## src/rtl/rv_ifetch_resp.sv

```systemverilog
// Instruction-fetch response path: credit-limited issue, in-order response tracking, flush discard, registered decode buffer.
// Optional RV_IFETCH_ERR_EN adds i_mem_err / o_instr_err with a per-entry error bit.
module rv_ifetch_resp #(
  parameter int DEPTH = 2
) (
  input  logic        i_clk,
  input  logic        i_reset_n,
  input  logic [31:2] i_pc,
  input  logic        i_pc_vld,
  output logic        o_pc_rdy,
  input  logic        i_flush,
  output logic        o_mem_req,
  output logic [31:2] o_mem_addr,
  input  logic        i_mem_gnt,
  input  logic        i_mem_rvalid,
  input  logic [31:0] i_mem_rdata,
`ifdef RV_IFETCH_ERR_EN
  input  logic        i_mem_err,
  output logic        o_instr_err,
`endif
  output logic        o_instr_vld,
  input  logic        i_instr_rdy,
  output logic [31:0] o_instr,
  output logic [31:2] o_instr_pc
);

  localparam int CW = $clog2(DEPTH + 1);
  localparam int PW = (DEPTH > 1) ? $clog2(DEPTH) : 1;
  localparam logic [31:0] NOP = 32'h0000_0013;

  function automatic logic [PW-1:0] ptr_inc(input logic [PW-1:0] p);
    return (p == PW'(DEPTH - 1)) ? '0 : p + PW'(1);
  endfunction

  logic [CW-1:0] cnt_out_q, cnt_out_d;
  logic [CW-1:0] cnt_buf_q, cnt_buf_d;
  logic [CW-1:0] discard_q, discard_d;
  logic [PW-1:0] af_wr_q, af_wr_d;
  logic [PW-1:0] af_rd_q, af_rd_d;
  logic [PW-1:0] ib_wr_q, ib_wr_d;
  logic [PW-1:0] ib_rd_q, ib_rd_d;

  logic [31:2] af_mem_q  [DEPTH];
  logic [31:2] af_mem_d  [DEPTH];
  logic [31:2] ib_pc_q   [DEPTH];
  logic [31:2] ib_pc_d   [DEPTH];
  logic [31:0] ib_data_q [DEPTH];
  logic [31:0] ib_data_d [DEPTH];

  logic [CW:0] in_flight;
  logic        credit;
  logic        issue;
  logic        grant;
  logic        resp;
  logic        drop;
  logic        push;
  logic        pop;
  logic        instr_vld;

  // Outstanding requests still hold credit after a flush until their responses drain.
  always_comb begin
    in_flight = (CW + 1)'(cnt_out_q) + (CW + 1)'(cnt_buf_q);
    credit    = in_flight < (CW + 1)'(DEPTH);
    issue     = i_reset_n & i_pc_vld & credit & ~i_flush;
    grant     = issue & i_mem_gnt;
    resp      = i_mem_rvalid & (cnt_out_q != '0);
    drop      = resp & (i_flush | (discard_q != '0));
    push      = resp & ~drop;
    instr_vld = i_reset_n & (cnt_buf_q != '0);
    pop       = instr_vld & i_instr_rdy & ~i_flush;
  end

  always_comb begin
    cnt_out_d = cnt_out_q + CW'(grant) - CW'(resp);
    af_wr_d   = grant ? ptr_inc(af_wr_q) : af_wr_q;
    af_rd_d   = resp ? ptr_inc(af_rd_q) : af_rd_q;
    af_mem_d  = af_mem_q;
    if (grant) begin
      af_mem_d[af_wr_q] = i_pc;
    end

    discard_d = discard_q;
    if (i_flush) begin
      discard_d = cnt_out_q - CW'(resp);
    end else if (resp && (discard_q != '0)) begin
      discard_d = discard_q - CW'(1);
    end
  end

  always_comb begin
    ib_pc_d   = ib_pc_q;
    ib_data_d = ib_data_q;
    if (push) begin
      ib_pc_d[ib_wr_q]   = af_mem_q[af_rd_q];
      ib_data_d[ib_wr_q] = i_mem_rdata;
    end

    if (i_flush) begin
      ib_wr_d   = '0;
      ib_rd_d   = '0;
      cnt_buf_d = '0;
    end else begin
      ib_wr_d   = push ? ptr_inc(ib_wr_q) : ib_wr_q;
      ib_rd_d   = pop ? ptr_inc(ib_rd_q) : ib_rd_q;
      cnt_buf_d = cnt_buf_q + CW'(push) - CW'(pop);
    end
  end

  always_ff @(posedge i_clk) begin
    if (!i_reset_n) begin
      cnt_out_q <= '0;
      cnt_buf_q <= '0;
      discard_q <= '0;
      af_wr_q   <= '0;
      af_rd_q   <= '0;
      ib_wr_q   <= '0;
      ib_rd_q   <= '0;
    end else begin
      cnt_out_q <= cnt_out_d;
      cnt_buf_q <= cnt_buf_d;
      discard_q <= discard_d;
      af_wr_q   <= af_wr_d;
      af_rd_q   <= af_rd_d;
      ib_wr_q   <= ib_wr_d;
      ib_rd_q   <= ib_rd_d;
    end
  end

  // Storage arrays carry no reset; counters and pointers alone define validity.
  always_ff @(posedge i_clk) begin
    af_mem_q  <= af_mem_d;
    ib_pc_q   <= ib_pc_d;
    ib_data_q <= ib_data_d;
  end

`ifdef RV_IFETCH_ERR_EN
  logic ib_err_q [DEPTH];
  logic ib_err_d [DEPTH];

  always_comb begin
    ib_err_d = ib_err_q;
    if (push) begin
      ib_err_d[ib_wr_q] = i_mem_err;
    end
  end

  always_ff @(posedge i_clk) begin
    ib_err_q <= ib_err_d;
  end

  assign o_instr_err = instr_vld & ib_err_q[ib_rd_q];
`endif

  assign o_mem_req   = issue;
  assign o_mem_addr  = i_pc;
  assign o_pc_rdy    = grant;
  assign o_instr_vld = instr_vld;
  assign o_instr     = instr_vld ? ib_data_q[ib_rd_q] : NOP;
  assign o_instr_pc  = instr_vld ? ib_pc_q[ib_rd_q] : '0;

endmodule

```

## config.mk

```make
export PLATFORM = sky130hd
export DESIGN_NAME = rv_ifetch_resp
export DESIGN_NICKNAME = d
export VERILOG_FILES = /design/src/rtl/rv_ifetch_resp.sv
export SDC_FILE = /design/constraint.sdc
export NUM_CORES = 1
export LEC_CHECK = 0
export CORE_MARGIN = 4
export CORE_UTILIZATION = 50
export DETAILED_ROUTE_END_ITERATION = 10
export PLACE_DENSITY = 0.91
export SLEW_MARGIN = 20
export SYNTH_ARGS = -nofsm -noshare
export SYNTH_HDL_FRONTEND = slang
export SYNTH_SLANG_ARGS = --single-unit
```

## constraint.sdc

```tcl
create_clock -name i_clk -period 5.51 [get_ports i_clk]
set_input_delay 1.653 -clock i_clk [delete_from_list [all_inputs] [get_ports i_clk]]
set_output_delay 1.653 -clock i_clk [all_outputs]
set_load 0.02 [all_outputs]
```

==> impl_metrics.tcl <==
set metrics [dict create \
    status "finished, final reports clean" \
    synth_area_leaders "edfxtp_1, mux2i_1, mux2_2" \
    cts_buffers 17 \
    nets 665 \
    synth_warnings 0 \
    cts_sinks 194 \
    synth_edf_count 184 \
    clk_pin_slew_ns 0.06 \
    arrival_ns 3.35 \
    leakage_nw 3.20 \
    dpl_cell_area_um2 9250 \
    cp-endpoint "o_instr[4]" \
    vias_per_cell 5.17 \
    worst-path-stages 6 \
    ctsResizeCount 0 \
    route.detailed.drc 0 \
    cpMostUsedCell "clkdlybuf4s50_1" \
    ys.flop_type "edfxtp_1" \
    rr_endpoint "af_mem_q[43]" \
    cts_tree "yes" \
    synth-seq-area-share 0.750 \
    avgSynthCellArea_um2 17.0 \
    hold_path_depth 2 \
    num_rows 44 \
    rsz0062_at_grt "false" \
    slew_headroom 0.340 \
    fin_ws_ns 0.506 \
    grt_util_met2 0.301 \
    post-dp-hpwl_mm 9.08 \
    worstReg2RegStart "cnt_buf_q[0]" \
    synthXorXnorAreaFrac 0.00689 \
    cp.required_ns 3.86 \
    hold_path.class "reg2reg" \
    place_ws_ns 0.489 \
    ff2ff_path_depth 5 \
    syn_area_um2 7630 \
    syn_inst 450 \
    clock_skew_ns 0.00926 \
    fmax_ghz 0.200 \
    diodes 0 \
    synth-seq-cells 194 \
    design.core.area_um2 14800 \
    groute.layer.met3.usage 0.0501 \
    grt_pass1_wl_mm 22.6 \
    gr-usage-met1 0.186 \
    initial_core_util 0.517 \
    synth_fa_ha_area_frac 0.0108 \
    die_x_um 132 \
    vdd_drop_max_mv 0.217 \
    antenna_found_initial 0 \
    cts_max_path_buffers 2 \
    whs_ns 0.498 \
    muxShareOfSynthArea 0.127 \
    fin_util 0.670 \
    final_common_cell "edfxtp_1" \
    crit_type "in2out" \
    pin_count 164 \
    crit_fanout 60 \
    die_area_um2 17300 \
    end_kind "output port" \
    ant_nets 0 \
    drv_cap 0 \
    top_usage_layer "met2" \
    cp_slowest_cell "clkdlybuf4s50_1" \
    synth_top_area_frac 0.724 \
    worst_pin_slew_ns 0.988 \
    dr_total_vias 4071 \
    drive_gt1_frac 0.121 \
    firstDrtPassIters 4 \
    hold_violations 0 \
    setup-tns-final_ns 0 \
    synthesis.nets 525 \
    grt_remaining_overflow 0 \
    yosysTopAreaCell "edfxtp_1" \
    cts_setup_buffers 0 \
    area_growth_pct 29.5 \
    grt_max_degree 64 \
    synth_simple_gate_area_share 0.0492 \
    grt_pass1_vias 4408 \
    cp_num_buf_inv 4 \
    fin_crit_sh 0.908 \
    path_cells "clkdlybuf4s50_1 -> o21ai_4 -> buf_12 -> inv_1 -> nand2_1 -> clkdlybuf4s50_1" \
    holdBufCountCts 0 \
    synth_top_family_by_area "multiplexers" \
    gr-usage-all-layers 0.166 \
    finalMaxSlewViolations 0 \
    wl_per_cell_um 17.9 \
    stdcell_area_um2 9880 \
    drt_iter0_drc 266 \
    startpoint "i_reset_n" \
    ys_types 31 \
    gp_congestion 0.762 \
    final_cell_mix "edfxtp_1, clkdlybuf4s50_1, mux2i_1, nor2_1, mux2_2" \
    port_buffers 163 \
    startpoint_type "primary input" \
    cpLargestDelayFamily "buffers and inverters" \
    cts-root-buf "clkbuf_16" \
    powerDensity_nw_per_um2 347 \
    critPathMaxStageDelay_ns 0.61 \
    synth_compound_area_frac 0.00754 \
    wl_mm 14.1 \
    hold_start "ib_wr_q" \
    setup_viol 0 \
    r2r_slack_ns 2.72 \
    synthArstFlopShare 0 \
    insertion_delay_ns 0.42 \
    cts_max_level 4 \
    finalCriticalPeriod_ns 5.00 \
    dieHeight_um 132 \
]
==> state kept, by name, indices dropped and copies added, names as in the netlist <==
signal	flops
af_rd_q	1
cnt_buf_q	2
af_mem_q	60
cnt_out_q	2
ib_pc_q	60
ib_data_q	64
af_wr_q	1
ib_rd_q	1
discard_q	2
ib_wr_q	1
==> worst min-delay path: stages, from the launching register on <==
cell and delay (ns):
dfxtp_1 0.32, o21ai_0 0.07, a21oi_1 0.06
==> power breakdown <==
group / internal (mW) / leakage, nW / switching [mW] / total [mW]
sequential: 1.72 / 1.74 / 0.0653 / 1.79
combinational: 0.194 / 1.16 / 0.179 / 0.372
clock: 0.763 / 0.297 / 0.512 / 1.27
==> through the flow <==
stage | power (mW) | cells
floorplan | 2.04 | 450
global placement | 2.16 | 754
detailed placement | 2.19 | 754
CTS | 3.46 | 786
global route | 3.56 | 787
finish | 3.43 | 787
==> cells by family after synthesis <==
group,count (synthesis)
AO/OA/AOI/OAI,9
XOR/XNOR,6
adder cells (fa/ha/maj),6
buffers and inverters,57
flip-flops,194
multiplexers,93
AND/OR/NAND/NOR,85
==> layout make-up <==
cell class,instances,area (um^2)
Sequential cell,194,5730
Timing Repair Buffer,168,1710
Multi-Input combinational cell,199,1560
Fill cell,974,4870
Clock buffer,20,437
Clock inverter,12,180
Inverter,10,37.5
Tap cell,184,230
==> synth_stat cells, types with 4 or more instances <==
master / count
edfxtp_1: 184
mux2i_1: 63
nor2_1: 63
buf_4: 37
mux2_2: 30
dfxtp_1: 10
inv_1: 10
buf_2: 9
and2_1: 5
ha_1: 5
nand2_1: 4
o21ai_0: 4
xor2_1: 4
==> how the worst min path moves through the flow <==
stage / end / slack (ns)
3_3_place_gp: ib_wr_q / 0.47
2_1_floorplan: af_wr_q / 0.45
4_1_cts: ib_wr_q / 0.50
5_1_grt: ib_wr_q / 0.54
6_report: ib_wr_q / 0.50
3_5_place_dp: ib_wr_q / 0.49
==> layer usage <==
metal	vias to the layer above	routed length (um)
met5	-	0
met4	0	281
met3	27	885
met2	146	7400
met1	1989	5530
li1	1909	-
Power figures use the tool's default switching activity.
==> variant (config.mk and constraints unchanged) <==
The option `RV_IFETCH_ERR_EN` is turned on by a define.
--- a/src/rtl/rv_ifetch_resp.sv
+++ b/src/rtl/rv_ifetch_resp.sv
@@ -1,4 +1,6 @@
 // Instruction-fetch response path: credit-limited issue, in-order response tracking, flush discard, registered decode buffer.
 // Optional RV_IFETCH_ERR_EN adds i_mem_err / o_instr_err with a per-entry error bit.
+`define RV_IFETCH_ERR_EN
+
 module rv_ifetch_resp #(
   parameter int DEPTH = 2
Ports: changed (added i_mem_err and o_instr_err); port bits go from 164 to 166. The function was not compared with the original's and may differ.
==> variant against the original RTL <==
Global-route usage is 0.052 points lower; via count is 1.4% higher; wire length is 2.6% higher; power is 0.66% higher; cell count is 1.7% higher; setup slack better by 0.029 ns; synthesized area is 0.97% higher; count of clock-buffer cells in the layout is 3 lower; fmax is 0.58% higher; sequential cell count is 2 higher; core utilization is 0.91 points lower; cell area is 1.3% higher; combinational power is 8.3% higher; largest power group unchanged.
==> variant: results <==
[power_and_ir_drop]
peakVddDrop_mv = 0.221
power_leakage_nw = 3.25

[status]
run_status = finished, final reports clean

[synth]
synth_compound_area_share_pct = 0.747
synth_xor_area_share_pct = 0.682
synth.area.mux_share_pct = 12.7
synthAdderAreaFrac_pct = 1.07
netlist_top_cells_count = edfxtp_1, mux2i_1, nor2_1
synth_edf_count = 186
yosysSeqAreaShare_pct = 75.1
synth_cell_types = 31
syn_nets = 530
netlist_top_cells_area = edfxtp_1, mux2i_1, mux2_2

[critical_path]
cp.arrival_ns = 3.32
worstPathMaxFanout = 61

[run]
cap_violations = 0

[route]
wl_per_cell_um = 18.1
first_iter_violations = 192
via_per_inst = 5.16

[place]
hpwlAfterDp_um = 9460
place_congestion = 0.785
portBuffers = 165

[finish]
nNetsFinal = 675
fillers = 1018
largestRegisters = ib_data_q: 64 flops, af_mem_q: 60 flops, ib_pc_q: 60 flops

[grt]
track_usage_pct = 16.6
grt_pass1_vias = 4397
grt_start_max_net_pins = 65
grt_pass1_wl_um = 22400

[timing]
tightest_slew_ns = 0.968
skew_ns = 0.0120

[clock_tree]
cts_resized = 0
insertion_delay_ns = 0.43
variant: changes by cell type after synthesis, sizes merged:
| cell | unedited run | this run |
|---|---|---|
| nor2 | 63 | 64 |
| mux2i | 63 | 64 |
| edfxtp | 184 | 186 |
variant: layout make-up:
class / instances / area, um2 / share of cell area, %
flip-flops and latches: 196 / 5790 / 57.9
repair buffers: 173 / 1760 / 17.6
multi-input cells: 201 / 1570 / 15.7
clock buffers: 17 / 425 / 4.25
well taps: 188 / 235 / 2.35
clock inverters: 15 / 190 / 1.90
inverters: 10 / 37.5 / 0.375
variant: critical path: stages:
cell and delay [ns]:
clkdlybuf4s50_1 0.46, o21ai_4 0.10, buf_12 0.28, inv_1 0.13, nand2_1 0.09, clkdlybuf4s50_1 0.60
variant: path summary, 6_finish.rpt:
kind | startpoint | to | slack (ns)
worst min register to register | ib_wr_q | ib_wr_q | 0.50
worst max register to register | cnt_buf_q[0] | af_mem_q[37] | 2.70
worst max-delay path | i_reset_n | o_instr[1] | 0.54
worst min-delay path | ib_wr_q | ib_wr_q | 0.50
variant: stage by stage:
| step | power [mW] | cells | hold WS [ns] | cell area (um2) |
|---|---|---|---|---|
| final | 3.46 | 800 | 0.504 | 10000 |
| after global routing | 3.58 | 800 | 0.537 | 10000 |
| after CTS | 3.49 | 799 | 0.500 | 9980 |
| after detailed placement | 2.21 | 767 | 0.489 | 9360 |
| after global placement | 2.19 | 767 | 0.473 | 9360 |
| after floorplan | 2.06 | 454 | 0.451 | 7700 |
variant: cell families (layout without fill, tap and decap cells):
logic type               after synthesis  in the layout
flip-flops                           196            196
multiplexers                          94             94
AND/OR/NAND/NOR                       86             86
buffers and inverters                 57            215
AO/OA/AOI/OAI                          9              9
adder cells (fa/ha/maj)                6              6
XOR/XNOR                               6              6
variant: metal layers:
layer	GRT usage, %	wire, um
met1	18.8	5720
met2	29.8	7700
met3	5.31	915
met4	5.31	123
met5	0	0
variant: power breakdown:
group | internal (mW) | total (mW) | switching (mW)
clock network | 0.727 | 1.28 | 0.551
logic | 0.199 | 0.403 | 0.205
registers | 1.74 | 1.78 | 0.0372
